--- src/rtl/scr1_imem_router_np_pkg.sv ---
// Shared types and default address map for the N-port IMEM router.
// Optional unmapped-error target: SCR1_IMEM_RT_UNMAPPED_ERR_EN.
`ifndef SCR1_IMEM_AWIDTH
`define SCR1_IMEM_AWIDTH 32
`endif
`ifndef SCR1_IMEM_DWIDTH
`define SCR1_IMEM_DWIDTH 32
`endif

package scr1_imem_router_np_pkg;

  typedef enum logic {
    SCR1_MEM_CMD_RD = 1'b0,
    SCR1_MEM_CMD_WR = 1'b1
  } type_scr1_mem_cmd_e;

  typedef enum logic [1:0] {
    SCR1_MEM_RESP_NOTRDY = 2'b00,
    SCR1_MEM_RESP_RDY_OK = 2'b01,
    SCR1_MEM_RESP_RDY_ER = 2'b10
  } type_scr1_mem_resp_e;

  // Sel code wide enough for up to 8 ports plus the internal error target.
  localparam int unsigned SCR1_IMEM_RT_PORT_MAX = 8;
  localparam int unsigned SCR1_IMEM_RT_SEL_W    = $clog2(SCR1_IMEM_RT_PORT_MAX + 1);

  typedef logic [SCR1_IMEM_RT_SEL_W-1:0] type_scr1_imem_rt_sel_t;

  // Index 0 sits in the LSBs: port0 = TCM, port1 = ROM, port2 = catch-all bus.
  localparam logic [3*`SCR1_IMEM_AWIDTH-1:0] SCR1_IMEM_RT_ADDR_MASK_DFLT = {
    `SCR1_IMEM_AWIDTH'(32'h0000_0000),
    `SCR1_IMEM_AWIDTH'(32'hFFFF_0000),
    `SCR1_IMEM_AWIDTH'(32'hFFFF_0000)
  };

  localparam logic [3*`SCR1_IMEM_AWIDTH-1:0] SCR1_IMEM_RT_ADDR_PATTERN_DFLT = {
    `SCR1_IMEM_AWIDTH'(32'h0000_0000),
    `SCR1_IMEM_AWIDTH'(32'h0048_0000),
    `SCR1_IMEM_AWIDTH'(32'h0001_0000)
  };

endpackage : scr1_imem_router_np_pkg

--- src/rtl/scr1_imem_rt_sel_fifo.sv ---
// In-order FIFO of router sel codes; reports head, count and whether every
// live entry equals a compare code.
module scr1_imem_rt_sel_fifo
  import scr1_imem_router_np_pkg::*;
#(
  parameter int unsigned DEPTH = 2
) (
  input  logic                         clk,
  input  logic                         rst_n,
  input  logic                         push_i,
  input  logic                         pop_i,
  input  type_scr1_imem_rt_sel_t       data_i,
  input  type_scr1_imem_rt_sel_t       cmp_i,
  output type_scr1_imem_rt_sel_t       head_o,
  output logic [$clog2(DEPTH+1)-1:0]   count_o,
  output logic                         empty_o,
  output logic                         all_same_o
);

  localparam int unsigned PTR_W = (DEPTH > 1) ? $clog2(DEPTH) : 1;
  localparam int unsigned CNT_W = $clog2(DEPTH + 1);

  type_scr1_imem_rt_sel_t mem_q [DEPTH];
  logic [PTR_W-1:0]       rd_ptr_q, rd_ptr_d;
  logic [PTR_W-1:0]       wr_ptr_q, wr_ptr_d;
  logic [CNT_W-1:0]       count_q, count_d;
  logic [PTR_W-1:0]       idx;

  function automatic logic [PTR_W-1:0] ptr_inc(input logic [PTR_W-1:0] p);
    return (p == PTR_W'(DEPTH - 1)) ? '0 : p + PTR_W'(1);
  endfunction

  always_comb begin
    rd_ptr_d = pop_i  ? ptr_inc(rd_ptr_q) : rd_ptr_q;
    wr_ptr_d = push_i ? ptr_inc(wr_ptr_q) : wr_ptr_q;
    count_d  = count_q;
    if (push_i && !pop_i) begin
      count_d = count_q + CNT_W'(1);
    end else if (!push_i && pop_i) begin
      count_d = count_q - CNT_W'(1);
    end
  end

  always_ff @(posedge clk) begin
    if (!rst_n) begin
      rd_ptr_q <= '0;
      wr_ptr_q <= '0;
      count_q  <= '0;
    end else begin
      rd_ptr_q <= rd_ptr_d;
      wr_ptr_q <= wr_ptr_d;
      count_q  <= count_d;
    end
  end

  always_ff @(posedge clk) begin
    if (push_i) begin
      mem_q[wr_ptr_q] <= data_i;
    end
  end

  // Walk live entries from the head; stale slots beyond count are ignored.
  always_comb begin
    all_same_o = 1'b1;
    idx        = '0;
    for (int unsigned i = 0; i < DEPTH; i++) begin
      idx = PTR_W'((32'(rd_ptr_q) + i) % DEPTH);
      if ((i < 32'(count_q)) && (mem_q[idx] != cmp_i)) begin
        all_same_o = 1'b0;
      end
    end
  end

  assign head_o  = mem_q[rd_ptr_q];
  assign count_o = count_q;
  assign empty_o = (count_q == '0);

endmodule : scr1_imem_rt_sel_fifo

--- src/rtl/scr1_imem_router_np.sv ---
// N-port IMEM router with in-order outstanding-request tracking.
// Define SCR1_IMEM_RT_UNMAPPED_ERR_EN to answer unmapped requests with RDY_ER.
module scr1_imem_router_np
  import scr1_imem_router_np_pkg::*;
#(
  parameter int unsigned                              PORT_NUM     = 3,
  parameter int unsigned                              OUTSTD_DEPTH = 2,
  parameter logic [PORT_NUM*`SCR1_IMEM_AWIDTH-1:0]    ADDR_MASK    = SCR1_IMEM_RT_ADDR_MASK_DFLT,
  parameter logic [PORT_NUM*`SCR1_IMEM_AWIDTH-1:0]    ADDR_PATTERN = SCR1_IMEM_RT_ADDR_PATTERN_DFLT
) (
  input  logic                          clk,
  input  logic                          rst_n,
  output logic                          imem_req_ack,
  input  logic                          imem_req,
  input  type_scr1_mem_cmd_e            imem_cmd,
  input  logic [`SCR1_IMEM_AWIDTH-1:0]  imem_addr,
  output logic [`SCR1_IMEM_DWIDTH-1:0]  imem_rdata,
  output type_scr1_mem_resp_e           imem_resp,
  input  logic [PORT_NUM-1:0]           port_req_ack,
  output logic [PORT_NUM-1:0]           port_req,
  output type_scr1_mem_cmd_e            port_cmd   [PORT_NUM-1:0],
  output logic [`SCR1_IMEM_AWIDTH-1:0]  port_addr  [PORT_NUM-1:0],
  input  logic [`SCR1_IMEM_DWIDTH-1:0]  port_rdata [PORT_NUM-1:0],
  input  type_scr1_mem_resp_e           port_resp  [PORT_NUM-1:0]
);

  localparam int unsigned AW    = `SCR1_IMEM_AWIDTH;
  localparam int unsigned DW    = `SCR1_IMEM_DWIDTH;
  localparam int unsigned SEL_W = SCR1_IMEM_RT_SEL_W;
  localparam int unsigned CNT_W = $clog2(OUTSTD_DEPTH + 1);

`ifdef SCR1_IMEM_RT_UNMAPPED_ERR_EN
  localparam type_scr1_imem_rt_sel_t SEL_ERR  = SEL_W'(PORT_NUM);
  localparam type_scr1_imem_rt_sel_t SEL_MISS = SEL_ERR;
`else
  localparam type_scr1_imem_rt_sel_t SEL_MISS = SEL_W'(PORT_NUM - 1);
`endif

  type_scr1_imem_rt_sel_t sel;
  logic                   hit_found;
  type_scr1_imem_rt_sel_t fifo_head;
  logic [CNT_W-1:0]       fifo_cnt;
  logic [CNT_W-1:0]       cnt_after;
  logic                   fifo_empty;
  logic                   fifo_all_same;
  logic                   live;
  logic                   pop;
  logic                   push;
  logic                   can_issue;
  logic                   sel_ack;
  type_scr1_mem_resp_e    head_resp;
  logic [DW-1:0]          head_rdata;

  always_comb begin
    sel       = SEL_MISS;
    hit_found = 1'b0;
    for (int unsigned i = 0; i < PORT_NUM; i++) begin
      if (!hit_found && ((imem_addr & ADDR_MASK[i*AW +: AW]) == ADDR_PATTERN[i*AW +: AW])) begin
        sel       = SEL_W'(i);
        hit_found = 1'b1;
      end
    end
  end

  scr1_imem_rt_sel_fifo #(
    .DEPTH (OUTSTD_DEPTH)
  ) i_sel_fifo (
    .clk        (clk),
    .rst_n      (rst_n),
    .push_i     (push),
    .pop_i      (pop),
    .data_i     (sel),
    .cmp_i      (sel),
    .head_o     (fifo_head),
    .count_o    (fifo_cnt),
    .empty_o    (fifo_empty),
    .all_same_o (fifo_all_same)
  );

  // Gating with rst_n keeps the reset cycle quiet before the state clears.
  assign live = rst_n & ~fifo_empty;

  always_comb begin
    head_resp  = SCR1_MEM_RESP_NOTRDY;
    head_rdata = '0;
    if (live) begin
`ifdef SCR1_IMEM_RT_UNMAPPED_ERR_EN
      if (fifo_head == SEL_ERR) begin
        head_resp = SCR1_MEM_RESP_RDY_ER;
      end
`endif
      for (int unsigned i = 0; i < PORT_NUM; i++) begin
        if (fifo_head == SEL_W'(i)) begin
          head_resp  = port_resp[i];
          head_rdata = port_rdata[i];
        end
      end
    end
  end

  assign pop       = live & (head_resp != SCR1_MEM_RESP_NOTRDY);
  assign cnt_after = fifo_cnt - CNT_W'(pop);
  assign can_issue = rst_n & (cnt_after < CNT_W'(OUTSTD_DEPTH))
                   & (fifo_empty | fifo_all_same | (pop & (fifo_cnt == CNT_W'(1))));

  always_comb begin
    port_req = '0;
    sel_ack  = 1'b0;
`ifdef SCR1_IMEM_RT_UNMAPPED_ERR_EN
    if (sel == SEL_ERR) begin
      sel_ack = 1'b1;
    end
`endif
    for (int unsigned i = 0; i < PORT_NUM; i++) begin
      if (sel == SEL_W'(i)) begin
        port_req[i] = imem_req & can_issue;
        sel_ack     = port_req_ack[i];
      end
    end
  end

  assign imem_req_ack = sel_ack & can_issue;
  assign push         = imem_req & imem_req_ack;
  assign imem_resp    = head_resp;
  assign imem_rdata   = head_rdata;

  always_comb begin
    for (int unsigned i = 0; i < PORT_NUM; i++) begin
      port_cmd[i]  = imem_cmd;
      port_addr[i] = imem_addr;
    end
  end

endmodule : scr1_imem_router_np

--- config.mk ---
export PLATFORM = sky130hd
export DESIGN_NAME = scr1_imem_router_np
export DESIGN_NICKNAME = d
export VERILOG_FILES = /design/src/rtl/scr1_imem_router_np_pkg.sv /design/src/rtl/scr1_imem_rt_sel_fifo.sv /design/src/rtl/scr1_imem_router_np.sv
export SDC_FILE = /design/constraint.sdc
export NUM_CORES = 1
export LEC_CHECK = 0
export BUFFER_PORTS_ARGS = -buffer_cell sky130_fd_sc_hd__buf_2
export CAP_MARGIN = 20
export CORE_AREA = 2 2 106 108
export CTS_BUF_LIST = sky130_fd_sc_hd__clkbuf_8
export CTS_CLUSTER_SIZE = 20
export DETAILED_ROUTE_END_ITERATION = 10
export DIE_AREA = 0 0 108 110
export PLACE_DENSITY = 0.59
export SLEW_MARGIN = 20
export SYNTH_ARGS = -nofsm -noshare
export SYNTH_HDL_FRONTEND = slang
export SYNTH_SLANG_ARGS = --single-unit
--- constraint.sdc ---
create_clock -name clk -period 5.11 [get_ports clk]
set_input_delay 0.511 -clock clk [delete_from_list [all_inputs] [get_ports clk]]
set_output_delay 0.511 -clock clk [all_outputs]
set_load 0.005 [all_outputs]
# Yosys cells after proc, flatten, opt, wreduce, memory -nomap -nowiden
# Memories as Yosys holds them, arrays and structs flattened. A register that Yosys moved wholly into a read port is not among the register bits.
# Cells that the tools add are included.
[word_totals]
out_inout_bits = 137
ramBits = 4
ff_bits = 4
n_memories = 1
latchBits = 0
mem_bits_ro = 0
elab_cells = 75
[mem_list]
columns = ["memory", "depth", "width", "rd", "rd_ports_with_merged_regs", "write_ports", "line_no", "source"]
rows = [
  ["i_sel_fifo.mem_q", 2, 2, 2, 1, 1, "scr1_imem_rt_sel_fifo.sv:23", "type_scr1_imem_rt_sel_t mem_q [DEPTH];"],
]
[classes]
reduce_logical = 13
bitwise_logic = 11
n_mul = 0
n_div = 0
eq_ne = 9
mux = 29
n_lt_le_gt_ge = 3
addsub = 6
shifts = 0
[op_table]
columns = ["cell", "n"]
rows = [
  ["$mux W32", 4],
  ["$mux W2", 9],
  ["$eq A16 B1 Y1 const B", 1],
  ["$eq A16 B7 Y1 const B", 1],
  ["$mux W1", 16],
  ["$and A1 B1 Y1", 8],
  ["$logic_not A4 Y1", 2],
  ["$ne A4 B2 Y1", 2],
  ["$logic_and A1 B1 Y1", 5],
  ["$eq A2 B1 Y1 const B", 2],
  ["$eq A4 B1 Y1 const B", 1],
  ["$eq A4 B2 Y1 const B", 1],
  ["$lt A1 B2 Y1 const A", 2],
  ["$reduce_bool A2 Y1", 2],
  ["$add A1 B1 Y1 const B", 3],
  ["$logic_not A1 Y1", 3],
  ["$add A2 B1 Y2 const B", 1],
  ["$eq A2 B2 Y1 const B", 1],
  ["$logic_not A2 Y1", 1],
  ["$lt A2 B2 Y1 const B", 1],
  ["$or A1 B1 Y1", 2],
  ["$sub A2 B1 Y2", 1],
  ["$sub A2 B1 Y2 const B", 1],
  ["$not A1 Y1", 1],
]

# Depth between registers and ports, before layout
[depth]
word_depth = 19
ltp_mapped = 14
depth_no_buf = 13

# Hierarchy
# Synthesis repeated with hierarchy kept, for this count alone.
[hier_totals]
hier_cells = 344
hier_area_um2 = 2438.6
[by_module_without_submodules]
columns = ["module", "area_per_inst_um2", "seq_area_each_um2", "n_inst", "cells_per_inst"]
rows = [
  ["scr1_imem_router_np", 1762.9, 0.0, 1, 291],
  ["scr1_imem_rt_sel_fifo", 675.6, 340.3, 1, 53],
]

# Least setup slack after synthesis
# OpenSTA, ideal clock, no wires.
[synth_path]
path_type = "input -> output"
startpoint = "input imem_addr[18]"
endpoint = "output port_req[0]"
t_arrival_ns = 1.906
path_stages = 6
path_slack_ns = 2.693
path_buffers = 0
cell_sequence = "nor3_1 nand4_4 a2111o_1 a22oi_4 o2111ai_2 nor3_1"
[synth_between]
elab_chain_len = 15
elab_cells_between_ends = 21
[synth_lines]
columns = ["element", "line_no", "source"]
rows = [
  ["start: declaration", "scr1_imem_router_np.sv:16", "input logic [`SCR1_IMEM_AWIDTH-1:0] imem_addr,"],
  ["$eq A16 B1 Y1", "scr1_imem_router_np.sv:58", "if (!hit_found && ((imem_addr & ADDR_MASK[i*AW +: AW]) == ADDR_PATTERN[i*AW +: AW])) begin"],
  ["$mux W1", "scr1_imem_router_np.sv:58", ""],
  ["$logic_not A1 Y1", "scr1_imem_router_np.sv:58", ""],
  ["$logic_and A1 B1 Y1", "scr1_imem_router_np.sv:58", ""],
  ["$mux W2 or $mux W1 (tied branches)", "scr1_imem_router_np.sv:58", ""],
  ["$mux W2 (*)", "scr1_imem_router_np.sv:58", ""],
  ["$ne A4 B2 Y1", "scr1_imem_rt_sel_fifo.sv:68", "if ((i < 32'(count_q)) && (mem_q[idx] != cmp_i)) begin"],
  ["$logic_and A1 B1 Y1", "scr1_imem_rt_sel_fifo.sv:68", ""],
  ["$mux W1 (2 in series)", "scr1_imem_rt_sel_fifo.sv:68", ""],
  ["$or A1 B1 Y1 (2 in series)", "scr1_imem_router_np.sv:104", "& (fifo_empty | fifo_all_same | (pop & (fifo_cnt == CNT_W'(1))));"],
  ["$and A1 B1 Y1", "scr1_imem_router_np.sv:104", ""],
  ["$and A1 B1 Y1", "scr1_imem_router_np.sv:116", "port_req[i] = imem_req & can_issue;"],
  ["$mux W1 (*)", "scr1_imem_router_np.sv:115", "if (sel == SEL_W'(i)) begin"],
  ["end: declaration", "scr1_imem_router_np.sv:20", "output logic [PORT_NUM-1:0] port_req,"],
]
# Mark *: on every way between the ends. The rest lies on a longest branch, timed or not.

==> results.json <==
{
  "worst_setup_path_start_kind": "flip-flop",
  "p_leak_nw": 1.49,
  "ir_worst_vdd_mv": 0.0696,
  "path_class": "reg -> out",
  "drv_slew": 0,
  "path_delay_family": "multiplexers",
  "globalRouteOverflowTotal": 0,
  "fin_crit_ns": 3.17,
  "drc_errors": 0,
  "synth.distinct_cells": 38,
  "cp_data_required_time_ns": 4.60,
  "total_power_uw": 434,
  "synth_seq_cells": 9,
  "slew_headroom_pct": 52.0,
  "fmax_ghz": 0.315,
  "crit_chain": "mux2_4 > mux2i_1 > a21oi_1 > o21bai_2 > o2111ai_2 > nor3_1 > buf_2",
  "synthCells": 375,
  "cp_max_fo": 40,
  "postCtsSetupBuffers": 0,
  "path_buf_inv": 1,
  "synth_ff_type": "dfxtp_1",
  "tightest_slew_ns": 0.720,
  "routed_wl_um": 7910,
  "die_area_sq_um": 11900,
  "num_antenna_cells": 0,
  "cts_tree": "yes",
  "drv_cap": 0,
  "rsz0062_at_grt": "false",
  "via_per_inst": 4.38,
  "critPathArrivalTime_ns": 2.66,
  "hold_viol_final": 0,
  "hp-start": "i_sel_fifo.wr_ptr_q$_SDFFE_PN0N_",
  "clk_pin_slew_ns": 0.05,
  "core_sq_um": 10700,
  "route.vias.total": 2695,
  "rows": 38,
  "async_flop_share_pct": 0,
  "synth_area_per_cell_sq_um": 6.30,
  "synth_edf_count": 4,
  "die_h_um": 110,
  "wl_per_cell_um": 12.9,
  "synth_fp_nets": 519,
  "grt_max_degree": 41,
  "yosysWarnings": 0,
  "final_nets": 620,
  "drive_gt1_share_pct": 48.6,
  "cp-end-kind": "output pin",
  "powerDensity_nw_per_um2": 152,
  "grt_usage_pct": 11.7,
  "cts_buffers": 3,
  "cts_root_buf": "clkbuf_8",
  "skew_ns": 0.00420,
  "drtPass1Iterations": 4,
  "grt_pass1_vias": 2435,
  "max_stage_delay_ns": 0.52,
  "holdCritPathClass": "reg -> reg",
  "dp_hpwl_um": 6240,
  "grt_pass1_wl_um": 11400,
  "period_share_pct": 62.1,
  "htreeDepth": 1,
  "setup-tns-final_ns": 0,
  "synth_area_sq_um": 2360,
  "status": "completed",
  "ys_seq_area_share_pct": 9.32,
  "die_w_um": 108,
  "cp_slowest_cell": "mux2_4",
  "cts_resized": 0,
  "hold_buffers": 0,
  "detail-route-antenna-nets": 0,
  "gp_congestion": 0.794,
  "syn_to_final_growth_pct": 21.1,
  "clkLatencyLatePin_ns": 0.24,
  "drt-initial-drc-count": 123,
  "antenna_found_initial": 0,
  "start_util_pct": 22.1,
  "numPortBuffers": 209,
  "numClockSinks": 9,
  "cts.path.max_buffers": 2,
  "setup_viol": 0,
  "io-pin-count": 278
}
-- cells in the final DEF (no fill, tap or decap), drive strengths merged, types with 2 or more instances in the layout --
cell,count
a21oi,72
buf,212
clkbuf,3
dfxtp,5
edfxtp,4
ha,3
inv,7
mux2,3
mux2i,4
nand2,72
nor2,56
nor3,4
nor4,5
o221ai,2
or3b,2
xor2,3
-- cell usage after synthesis, drive strengths merged (2+ instances only) --
cell	count	share of area, %
mux2i	4	1.7
ha	3	1.6
nor3	4	0.85
clkbuf	12	1.9
inv	6	0.95
nand2	72	11
nor4	5	2.6
xor2	3	1.1
mux2	3	1.6
buf	104	32
dfxtp	5	4.2
edfxtp	4	5.1
nor2	56	9.1
or3b	2	0.74
o221ai	2	0.74
a21oi	72	15
-- metrics by stage --
step	utilization, %	instance area, sq um	worst slack, ns	hold WS (ns)	instances
finish	26.7	2860	1.94	0.534	615
global route	26.7	2860	1.77	0.539	615
CTS	26.6	2850	1.92	0.533	614
detailed placement	26.2	2800	2.18	0.525	610
global placement	26.2	2800	2.22	0.508	610
floorplan	-	2360	2.69	0.490	375
-- power by group --
part / switching, mW / leakage (nW) / internal [mW]
registers: 0.00800 / 0.0763 / 0.0815
logic: 0.142 / 1.39 / 0.118
clock network: 0.0314 / 0.0269 / 0.0526
total: 0.182 / 1.49 / 0.252
-- layout make-up --
class,instances,area (sq um)
clock buffers,3,41.3
multi-input cells,244,1320
repair buffers,212,1080
clock inverters,1,3.75
well taps,140,175
inverters,6,22.5
flip-flops and latches,9,220
fillers,1198,7840
-- worst paths after layout --
| kind | to | slack (ns) | cells past startpoint |
|---|---|---|---|
| worst min-delay path | i_sel_fifo.wr_ptr_q$_SDFFE_PN0N_ | 0.53 | 2 |
| worst max register to register | i_sel_fifo.count_o[1]$_SDFFE_PN0P_ | 2.31 | 10 |
| worst min register to register | i_sel_fifo.wr_ptr_q$_SDFFE_PN0N_ | 0.53 | 2 |
| worst max-delay path | port_req[1] | 1.94 | 7 |
-- layer usage --
| metal | up-vias | routed length, um | global-route usage [%] |
|---|---|---|---|
| met5 | - | 0 | 0 |
| met3 | 29 | 569 | 2.12 |
| met1 | 1207 | 3030 | 13.4 |
| met2 | 114 | 4050 | 20.9 |
| li1 | 1345 | - | - |
| met4 | 0 | 258 | 5.95 |
-- cells by family after synthesis --
group           synth area share (%)
compound gates                  21.6
xor+xnor                        1.11
fa+ha+maj                       1.59
buf+inv                         35.3
flops                           9.32
mux                             3.28
simple gates                    27.8
-- worst register-to-register path: cells and delay by family (launching register included) --
kind / cells / cell delay (ns)
DFF: 1 / 0.47
adders and majority gates: 1 / 0.33
AOI/OAI and AO/OA: 3 / 0.73
and+or+nand+nor: 5 / 0.47
muxes: 1 / 0.68
(Power assumes the default switching activity.)
